$ cat src/rtl/mem_wb_stage.sv
// MEM/WB pipeline stage: issues one data-memory request per load/store, writes back 1 cycle
// after non-memops and 2+N cycles after memops; stall_mem holds upstream until dmem_resp arrives.
module mem_wb_stage (
  input  logic        clk,
  input  logic        rst,

  input  logic        valid_mem,
  input  logic [2:0]  funct3_mem,
  input  logic [4:0]  rd_mem,
  input  logic        load_regfile_mem,
  input  logic [3:0]  regfilemux_sel_mem,
  input  logic        data_read_mem,
  input  logic        data_write_mem,
  input  logic        br_en_mem,
  input  logic [31:0] alu_out_mem,
  input  logic [31:0] u_imm_mem,
  input  logic [31:0] pc_mem,
  input  logic [31:0] rs2_out_mem,

  output logic [31:0] dmem_address,
  output logic        dmem_read,
  output logic        dmem_write,
  output logic [31:0] dmem_wdata,
  output logic [3:0]  dmem_byte_enable,
  input  logic [31:0] dmem_rdata,
  input  logic        dmem_resp,

  output logic        stall_mem,

  output logic [4:0]  rd_wb,
  output logic        load_regfile_wb,
  output logic [31:0] regfilemux_out_wb
);

  localparam logic [3:0] SEL_ALU      = 4'd0;
  localparam logic [3:0] SEL_BR_EN    = 4'd1;
  localparam logic [3:0] SEL_U_IMM    = 4'd2;
  localparam logic [3:0] SEL_LW       = 4'd3;
  localparam logic [3:0] SEL_PC_PLUS4 = 4'd4;
  localparam logic [3:0] SEL_LB       = 4'd5;
  localparam logic [3:0] SEL_LBU      = 4'd6;
  localparam logic [3:0] SEL_LH       = 4'd7;
  localparam logic [3:0] SEL_LHU      = 4'd8;

  typedef enum logic {IDLE = 1'b0, WAIT = 1'b1} state_t;

  state_t      state_q, state_d;
  logic        dmem_read_q, dmem_read_d;
  logic        dmem_write_q, dmem_write_d;
  logic [31:0] dmem_address_q, dmem_address_d;
  logic [31:0] dmem_wdata_q, dmem_wdata_d;
  logic [3:0]  dmem_byte_enable_q, dmem_byte_enable_d;
  logic [4:0]  rd_wb_q, rd_wb_d;
  logic        load_regfile_wb_q, load_regfile_wb_d;
  logic [31:0] regfilemux_out_wb_q, regfilemux_out_wb_d;

  logic        memop;
  logic [1:0]  off;
  logic [3:0]  store_be;
  logic [31:0] store_wdata;
  logic [7:0]  ld_byte;
  logic [15:0] ld_half;
  logic [31:0] mux_out;

  assign memop = valid_mem & (data_read_mem | data_write_mem);
  assign off   = alu_out_mem[1:0];

  assign stall_mem = ((state_q == IDLE) & memop) | ((state_q == WAIT) & ~dmem_resp);

  // Store lane placement from the byte offset of the effective address
  always_comb begin
    store_be    = 4'b1111;
    store_wdata = rs2_out_mem;
    case (funct3_mem)
      3'b000: begin
        store_be    = 4'b0001 << off;
        store_wdata = rs2_out_mem << {off, 3'b000};
      end
      3'b001: begin
        store_be    = off[1] ? 4'b1100 : 4'b0011;
        store_wdata = off[1] ? {rs2_out_mem[15:0], 16'h0000} : rs2_out_mem;
      end
      default: begin
        store_be    = 4'b1111;
        store_wdata = rs2_out_mem;
      end
    endcase
  end

  // Load data is taken straight off the bus in the resp cycle and lands in the wb register
  assign ld_byte = dmem_rdata[{off, 3'b000} +: 8];
  assign ld_half = off[1] ? dmem_rdata[31:16] : dmem_rdata[15:0];

  always_comb begin
    mux_out = alu_out_mem;
    case (regfilemux_sel_mem)
      SEL_ALU:      mux_out = alu_out_mem;
      SEL_BR_EN:    mux_out = {31'b0, br_en_mem};
      SEL_U_IMM:    mux_out = u_imm_mem;
      SEL_LW:       mux_out = dmem_rdata;
      SEL_PC_PLUS4: mux_out = pc_mem + 32'd4;
      SEL_LB:       mux_out = {{24{ld_byte[7]}}, ld_byte};
      SEL_LBU:      mux_out = {24'b0, ld_byte};
      SEL_LH:       mux_out = {{16{ld_half[15]}}, ld_half};
      SEL_LHU:      mux_out = {16'b0, ld_half};
      default:      mux_out = alu_out_mem;
    endcase
  end

  always_comb begin
    state_d            = state_q;
    dmem_read_d        = dmem_read_q;
    dmem_write_d       = dmem_write_q;
    dmem_address_d     = dmem_address_q;
    dmem_wdata_d       = dmem_wdata_q;
    dmem_byte_enable_d = dmem_byte_enable_q;
    case (state_q)
      IDLE: begin
        if (memop) begin
          state_d            = WAIT;
          dmem_read_d        = data_read_mem;
          dmem_write_d       = data_write_mem & ~data_read_mem;
          dmem_address_d     = {alu_out_mem[31:2], 2'b00};
          dmem_wdata_d       = store_wdata;
          dmem_byte_enable_d = data_read_mem ? 4'b1111 : store_be;
        end
      end
      WAIT: begin
        if (dmem_resp) begin
          state_d      = IDLE;
          dmem_read_d  = 1'b0;
          dmem_write_d = 1'b0;
        end
      end
      default: state_d = IDLE;
    endcase
  end

  always_comb begin
    rd_wb_d             = rd_wb_q;
    regfilemux_out_wb_d = regfilemux_out_wb_q;
    load_regfile_wb_d   = 1'b0;
    if (!stall_mem) begin
      rd_wb_d             = rd_mem;
      regfilemux_out_wb_d = mux_out;
      load_regfile_wb_d   = valid_mem & load_regfile_mem & (rd_mem != 5'd0);
    end
  end

  always_ff @(posedge clk or negedge rst) begin
    if (!rst) begin
      state_q            <= IDLE;
      dmem_read_q        <= 1'b0;
      dmem_write_q       <= 1'b0;
      dmem_address_q     <= 32'h0;
      dmem_wdata_q       <= 32'h0;
      dmem_byte_enable_q <= 4'h0;
    end else begin
      state_q            <= state_d;
      dmem_read_q        <= dmem_read_d;
      dmem_write_q       <= dmem_write_d;
      dmem_address_q     <= dmem_address_d;
      dmem_wdata_q       <= dmem_wdata_d;
      dmem_byte_enable_q <= dmem_byte_enable_d;
    end
  end

  always_ff @(posedge clk or negedge rst) begin
    if (!rst) begin
      rd_wb_q             <= 5'd0;
      load_regfile_wb_q   <= 1'b0;
      regfilemux_out_wb_q <= 32'h0;
    end else begin
      rd_wb_q             <= rd_wb_d;
      load_regfile_wb_q   <= load_regfile_wb_d;
      regfilemux_out_wb_q <= regfilemux_out_wb_d;
    end
  end

  assign dmem_read         = dmem_read_q;
  assign dmem_write        = dmem_write_q;
  assign dmem_address      = dmem_address_q;
  assign dmem_wdata        = dmem_wdata_q;
  assign dmem_byte_enable  = dmem_byte_enable_q;
  assign rd_wb             = rd_wb_q;
  assign load_regfile_wb   = load_regfile_wb_q;
  assign regfilemux_out_wb = regfilemux_out_wb_q;

endmodule

$ cat config.mk
export PLATFORM = sky130hd
export DESIGN_NAME = mem_wb_stage
export DESIGN_NICKNAME = d
export VERILOG_FILES = /design/src/rtl/mem_wb_stage.sv
export SDC_FILE = /design/constraint.sdc
export NUM_CORES = 1
export LEC_CHECK = 0
export CAP_MARGIN = 20
export CORE_MARGIN = 10
export CORE_UTILIZATION = 34
export CTS_CLUSTER_SIZE = 16
export DETAILED_ROUTE_END_ITERATION = 7
export GPL_TIMING_DRIVEN = 0
export PLACE_DENSITY = 0.68
export SYNTH_ARGS = -nofsm -noshare
export SYNTH_HDL_FRONTEND = slang
export SYNTH_SLANG_ARGS = --single-unit
$ cat constraint.sdc
create_clock -name clk -period 4.3 [get_ports clk]
set_clock_uncertainty 0.1 [all_clocks]
set_input_delay 0.86 -clock clk [delete_from_list [all_inputs] [get_ports clk]]
set_output_delay 0.86 -clock clk [all_outputs]
set_load 0.02 [all_outputs]
==> results of run 1 <==
## registers in the layout, summed over array words and instances (netlist names)
| signal | cells |
|---|---|
| dmem_address | 30 |
| dmem_byte_enable | 4 |
| dmem_read | 1 |
| dmem_wdata | 32 |
| dmem_write | 1 |
| load_regfile_wb | 1 |
| rd_wb | 5 |
| regfilemux_out_wb | 32 |
| state_q | 1 |
## power groups by stage
stage          clock network, mW  logic (mW)  registers (mW)
2_1_floorplan                  0       0.405            1.63
3_3_place_gp                   0        1.55            1.36
3_5_place_dp                   0        1.56            1.37
4_1_cts                    0.882        1.57            1.35
5_1_grt                    0.922        1.66            1.38
6_report                   0.871        1.56            1.35
## per-layer routing
layer	global-route usage (%)	part of all wire (%)	up-vias
met2	39.4	46	460
met4	10.2	3.2	0
met3	8.19	12	55
met1	29.8	39	3523
li1	-	-	3371
met5	0	0	-
## synth_stat cells (all sizes together), types with 12 or more instances
cell,n,area share [%]
nand2,174,10
dfrtp,107,42
o21ai,61,4.7
nor2,60,3.5
clkbuf,45,2.6
a221oi,30,4.1
nand3,27,2.1
nor3,27,2.1
a211oi,24,2.9
mux2i,23,3.6
a21oi,14,1.1
a22oi,13,1.5
a222oi,12,1.9
buf,12,1.1
nor4,12,1.2
## critical path: stages
cell and delay (ns):
clkdlybuf4s50_1 0.52, nor2_1 0.17, o21a_1 0.38, clkinvlp_4 0.37, buf_2 0.30, clkdlybuf4s50_1 0.57
## cell families (layout without fill, tap and decap cells)
kind of cell / after synthesis / after routing / share of synthesized area [%]
flops: 107 / 107 / 41.6
xor+xnor: 16 / 16 / 2.18
buf+inv: 63 / 360 / 4.05
mux: 32 / 32 / 6.56
simple gates: 347 / 347 / 24.8
compound gates: 190 / 190 / 20.6
fa+ha+maj: 1 / 1 / 0.195
other cells: 1 / 2 / 0.0583
## final cells by class
| cell class | count | area (µm²) | area share (%) |
|---|---|---|---|
| repair buffers | 282 | 2840 | 28.8 |
| multi-input cells | 588 | 3500 | 35.4 |
| clock inverters | 4 | 55.1 | 0.558 |
| flip-flops and latches | 107 | 2680 | 27.1 |
| well taps | 234 | 293 | 2.97 |
| clock buffers | 12 | 246 | 2.50 |
| inverters | 6 | 26.3 | 0.266 |
| plain buffers | 56 | 235 | 2.38 |
## worst paths after layout
path	from	to	slack (ns)
setup / recovery	data_write_mem	stall_mem	0.17
hold / removal	dmem_wdata[5]	dmem_wdata[5]	0.37
setup reg to reg	state_q	regfilemux_out_wb[18]	1.67
hold reg to reg	dmem_wdata[5]	dmem_wdata[5]	0.37
max in group asynchronous	rst	regfilemux_out_wb[0]	2.94
min in group asynchronous	rst	dmem_wdata[0]	0.41
## what timing repair did
item,in CTS,in global routing
hold buffers,0,0
setup endpoints to repair,1,1
gates resized for setup,1,1
hold endpoints to repair,0,0
==> qor.yml, run 1 <==
most-common-layout-cells: "clkdlybuf4s50_1, nand2_1, dfrtp_1"
whs_ns: 0.373
ys_ff_latch: 107
rr_worst_depth: 6
die_h_um: 158
p_int_mw: 2.40
fmax_mhz: 242
placed_area_mm2: 0.00956
worst_pin_slew_ns: 1.15
finalWirelength_mm: 31.5
grt_remaining_overflow: 0
h-tree-depth: 3
async_flop_share_pct: 100
relSlewSlack_pct: 22.9
synth_seq_area_share_pct: 41.6
synth_edf_count: 0
drt-initial-drc-count: 758
rsz0062_at_grt: "no"
startpoint_type: "primary input"
dr_total_vias: 7409
crit_path_end_kind: "output port"
dp.cells: 1274
powerDensity_mw_per_mm2: 384
fill_cells: 1780
maxCapViolCount: 0
drive_gt1_share_pct: 3.70
grt_max_degree: 65
synth_cell_types: 60
cts_setup_buffers: 0
cts.sinks: 107
drt-pass1-iter-count: 5
gp_congestion: 1.01
grt_pass1_wl_mm: 46.3
total_power_mw: 3.79
avgSynthCellArea_um2: 8.49
cts_buffer_depth: 2
maxSlewViolCount: 0
vdd.ir_drop.worst_mv: 0.170
antenna_found_initial: 0
ioPinCount: 289
dpl.hpwl_mm: 25.8
ys.flop_type: "dfrtp_1"
ant_nets: 0
die_x_um: 158
root_buffer: "clkbuf_16"
cp_data_arrival_time_ns: 3.17
cts_tree: "yes"
fin_area_mm2: 0.00987
post-route-period-util_pct: 96.0
seqPwrFrac_pct: 35.7
fin_ws_ns: 0.173
stdcell_count: 1289
hold_viol_final: 0
status: "finished clean"
finalCoreUtilization_pct: 52.9
clk_pin_slew_worst_paths_ns: 0.07
cp.required_ns: 3.34
p_sw_share_pct: 36.5
post-place-ws_ns: -0.327
comb_power_share_pct: 41.3
tns_ns: 0
yosysWarnings: 0
track_usage_pct: 24.6
core_mm2: 0.0186
synth_cells: 757
area_growth_pct: 53.5
grt_pass1_vias: 7410
setup_viol: 0
diodes: 0
p_sw_mw: 1.38
io_buffers: 281
finalNetCount: 1231
netlist_area_mm2: 0.00643
holdPathStages: 2
worstSetupPathType: "in -> out"
cts_buffers: 9
wl_per_cell_um: 24.4
initial_core_util_pct: 34.5
route.detailed.drc: 0
insertion_delay_ns: 0.35
hold_class: "reg -> reg"
crit_fanout: 11
p_leak_nw: 3.94
finalCriticalPeriod_ns: 4.13
dieArea_mm2: 0.0248
vias_per_cell: 5.75
fp-row-count: 50
layout_commonest_cell: "clkdlybuf4s50_1"
pwr-share-clk_pct: 23.0
(Power assumes the default switching activity.)
==> run 2: changes to the inputs <==
--- a/config.mk
+++ b/config.mk
@@ -10,7 +10,6 @@
 export CORE_UTILIZATION = 34
 export CTS_CLUSTER_SIZE = 16
 export DETAILED_ROUTE_END_ITERATION = 7
-export GPL_TIMING_DRIVEN = 0
 export PLACE_DENSITY = 0.68
 export SYNTH_ARGS = -nofsm -noshare
 export SYNTH_HDL_FRONTEND = slang
==> qor.yml, run 2 (synthesis gave the netlist of run 1 again) <==
gp_congestion: 1.00  # -0.47%
maxSlewViolCount: 0  # unchanged
dpl.hpwl_mm: 23.8  # -7.7%
worstSetupPathType: "in -> out"
drt-pass1-iter-count: 5  # unchanged
rsz0062_at_grt: "no"
drive_gt1_share_pct: 5.66  # +2.0 points
p_leak_nw: 4.02  # +1.9%
fill_cells: 1767  # -0.73%
seqPwrFrac_pct: 35.3  # -0.4 points
io_buffers: 286  # +1.8%
worst_pin_slew_ns: 0.850  # -0.304 ns
p_int_mw: 2.45  # +2.1%
relSlewSlack_pct: 43.1  # +20 points
track_usage_pct: 23.3  # -1.4 points
drt-initial-drc-count: 666  # -12%
powerDensity_mw_per_mm2: 384  # +0.12%
finalNetCount: 1200  # -2.5%
multiInputGateArea_mm2: 0.00356  # +1.8%
finalCriticalPeriod_ns: 3.47  # -0.657 ns
grt_pass1_wl_mm: 44.0  # -5.1%
cts_setup_buffers: 0  # unchanged
cts_buffers: 9  # unchanged
status: "finished clean"
p_sw_share_pct: 35.6  # -0.89 points
area_growth_pct: 54.3
root_buffer: "clkbuf_16"
crit_fanout: 7  # -4
critical-path-top-delay-family: "buffers and inverters"
route.detailed.drc: 0  # unchanged
crit_chain: "clkdlybuf4s50_1 > nor2_1 > o21a_1 > inv_1 > clkdlybuf4s50_1"
comb_power_share_pct: 40.4  # -0.9 points
most-common-layout-cells: "clkdlybuf4s50_1, nand2_1, dfrtp_1"
vias_per_cell: 5.63  # -2.0%
post-route-period-util_pct: 80.7  # -15 points
grt_max_degree: 62  # -4.6%
postCtsResizedCells: 0  # -1
whs_ns: 0.368  # -0.00566 ns
die_h_um: 158  # unchanged
fmax_mhz: 288  # +19%
crit_path_end_kind: "output port"
maxCapViolCount: 0  # unchanged
p_sw_mw: 1.36  # -1.8%
tns_ns: 0  # unchanged
cp_data_arrival_time_ns: 2.51  # -0.66 ns
wl_per_cell_um: 23.3  # -4.5%
ant_nets: 0  # unchanged
grt_remaining_overflow: 0  # unchanged
fp-row-count: 50  # unchanged
finalWirelength_mm: 29.4  # -6.6%
fin_ws_ns: 0.831  # +0.657 ns
cts_tree: "yes"
total_power_mw: 3.81  # +0.70%
insertion_delay_ns: 0.36  # about the same
slowest_stage: "clkdlybuf4s50_1"
hold_class: "reg -> reg"
antenna_found_initial: 1  # +1
core_mm2: 0.0186  # unchanged
register_area_mm2: 0.00268  # unchanged
ioPinCount: 289  # unchanged
hold_buffers: 0  # unchanged
cp.required_ns: 3.34  # about the same
path_buf_inv: 3  # -1
hold_viol_final: 0  # unchanged
post-place-ws_ns: 0.659  # +0.986 ns
layout_commonest_cell: "clkdlybuf4s50_1"
cts.sinks: 107  # unchanged
initial_core_util_pct: 34.5  # unchanged
die_x_um: 158  # unchanged
pwr-share-clk_pct: 24.4  # +1.4 points
h-tree-depth: 3  # unchanged
slowest_delay_ns: 0.63  # +0.06 ns
vdd.ir_drop.worst_mv: 0.145  # -15%
startpoint_type: "primary input"
clk_pin_slew_worst_paths_ns: 0.08  # about the same
grt_pass1_vias: 7171  # -3.2%
crit_path_frequent_cell: "clkdlybuf4s50_1"
dieArea_mm2: 0.0248  # unchanged
dr_total_vias: 7094  # -4.3%
setup_viol: 0  # unchanged
cts_buffer_depth: 2  # unchanged
==> run 2: metal layers <==
metal,up-vias,track usage [%],part of all wire (%)
li1,3312,-,-
met1,3345,29.0,41
met2,393,36.5,46
met3,44,7.21,9.9
met4,0,9.62,3.2
met5,-,0,0
==> run 2: worst reg2reg max path: stages, from the launching register on <==
cell,delay [ns]
dfrtp_1,0.41
nand2b_1,0.22
o21a_1,0.16
buf_4,0.38
nand4_1,0.16
buf_4,0.23
a221oi_1,0.28
a211oi_1,0.12
==> run 2: power by group through the flow <==
stage / clock network, mW / registers [mW] / logic [mW]
floorplan: 0 / 1.63 / 0.405
finish: 0.929 / 1.35 / 1.54
CTS: 0.948 / 1.35 / 1.55
detailed placement: 0 / 1.36 / 1.55
global placement: 0 / 1.36 / 1.55
global route: 0.981 / 1.37 / 1.65
==> run 2: final cells by class <==
cell class	count	area share, %
multi-input combinational	588	35.9
timing repair buffer	307	30.7
sequential	107	27.0
tap	234	2.95
clock buffer	10	2.31
clock inverter	6	0.971
inverter	6	0.227
antenna	2	0.0504
==> run 2: final timing paths <==
kind                                     start                    end  slack (ns)  depth (start not counted)
worst max-delay path            data_write_mem              stall_mem        0.83                          5
worst min-delay path             dmem_wdata[3]          dmem_wdata[3]        0.37                          2
worst max register to register         state_q  regfilemux_out_wb[18]        2.10                          7
worst min register to register   dmem_wdata[3]          dmem_wdata[3]        0.37                          2
max in group asynchronous                  rst   regfilemux_out_wb[7]        2.91                          2
min in group asynchronous                  rst          dmem_wdata[7]        0.42                          1
==> run 2: through the flow <==
step,instance area [µm²],util (%),std cells
after floorplan,6430,-,758
after global placement,9590,51.5,1242
after detailed placement,9590,51.5,1242
after CTS,9920,53.2,1258
after global routing,9920,53.2,1258
final,9920,53.2,1260
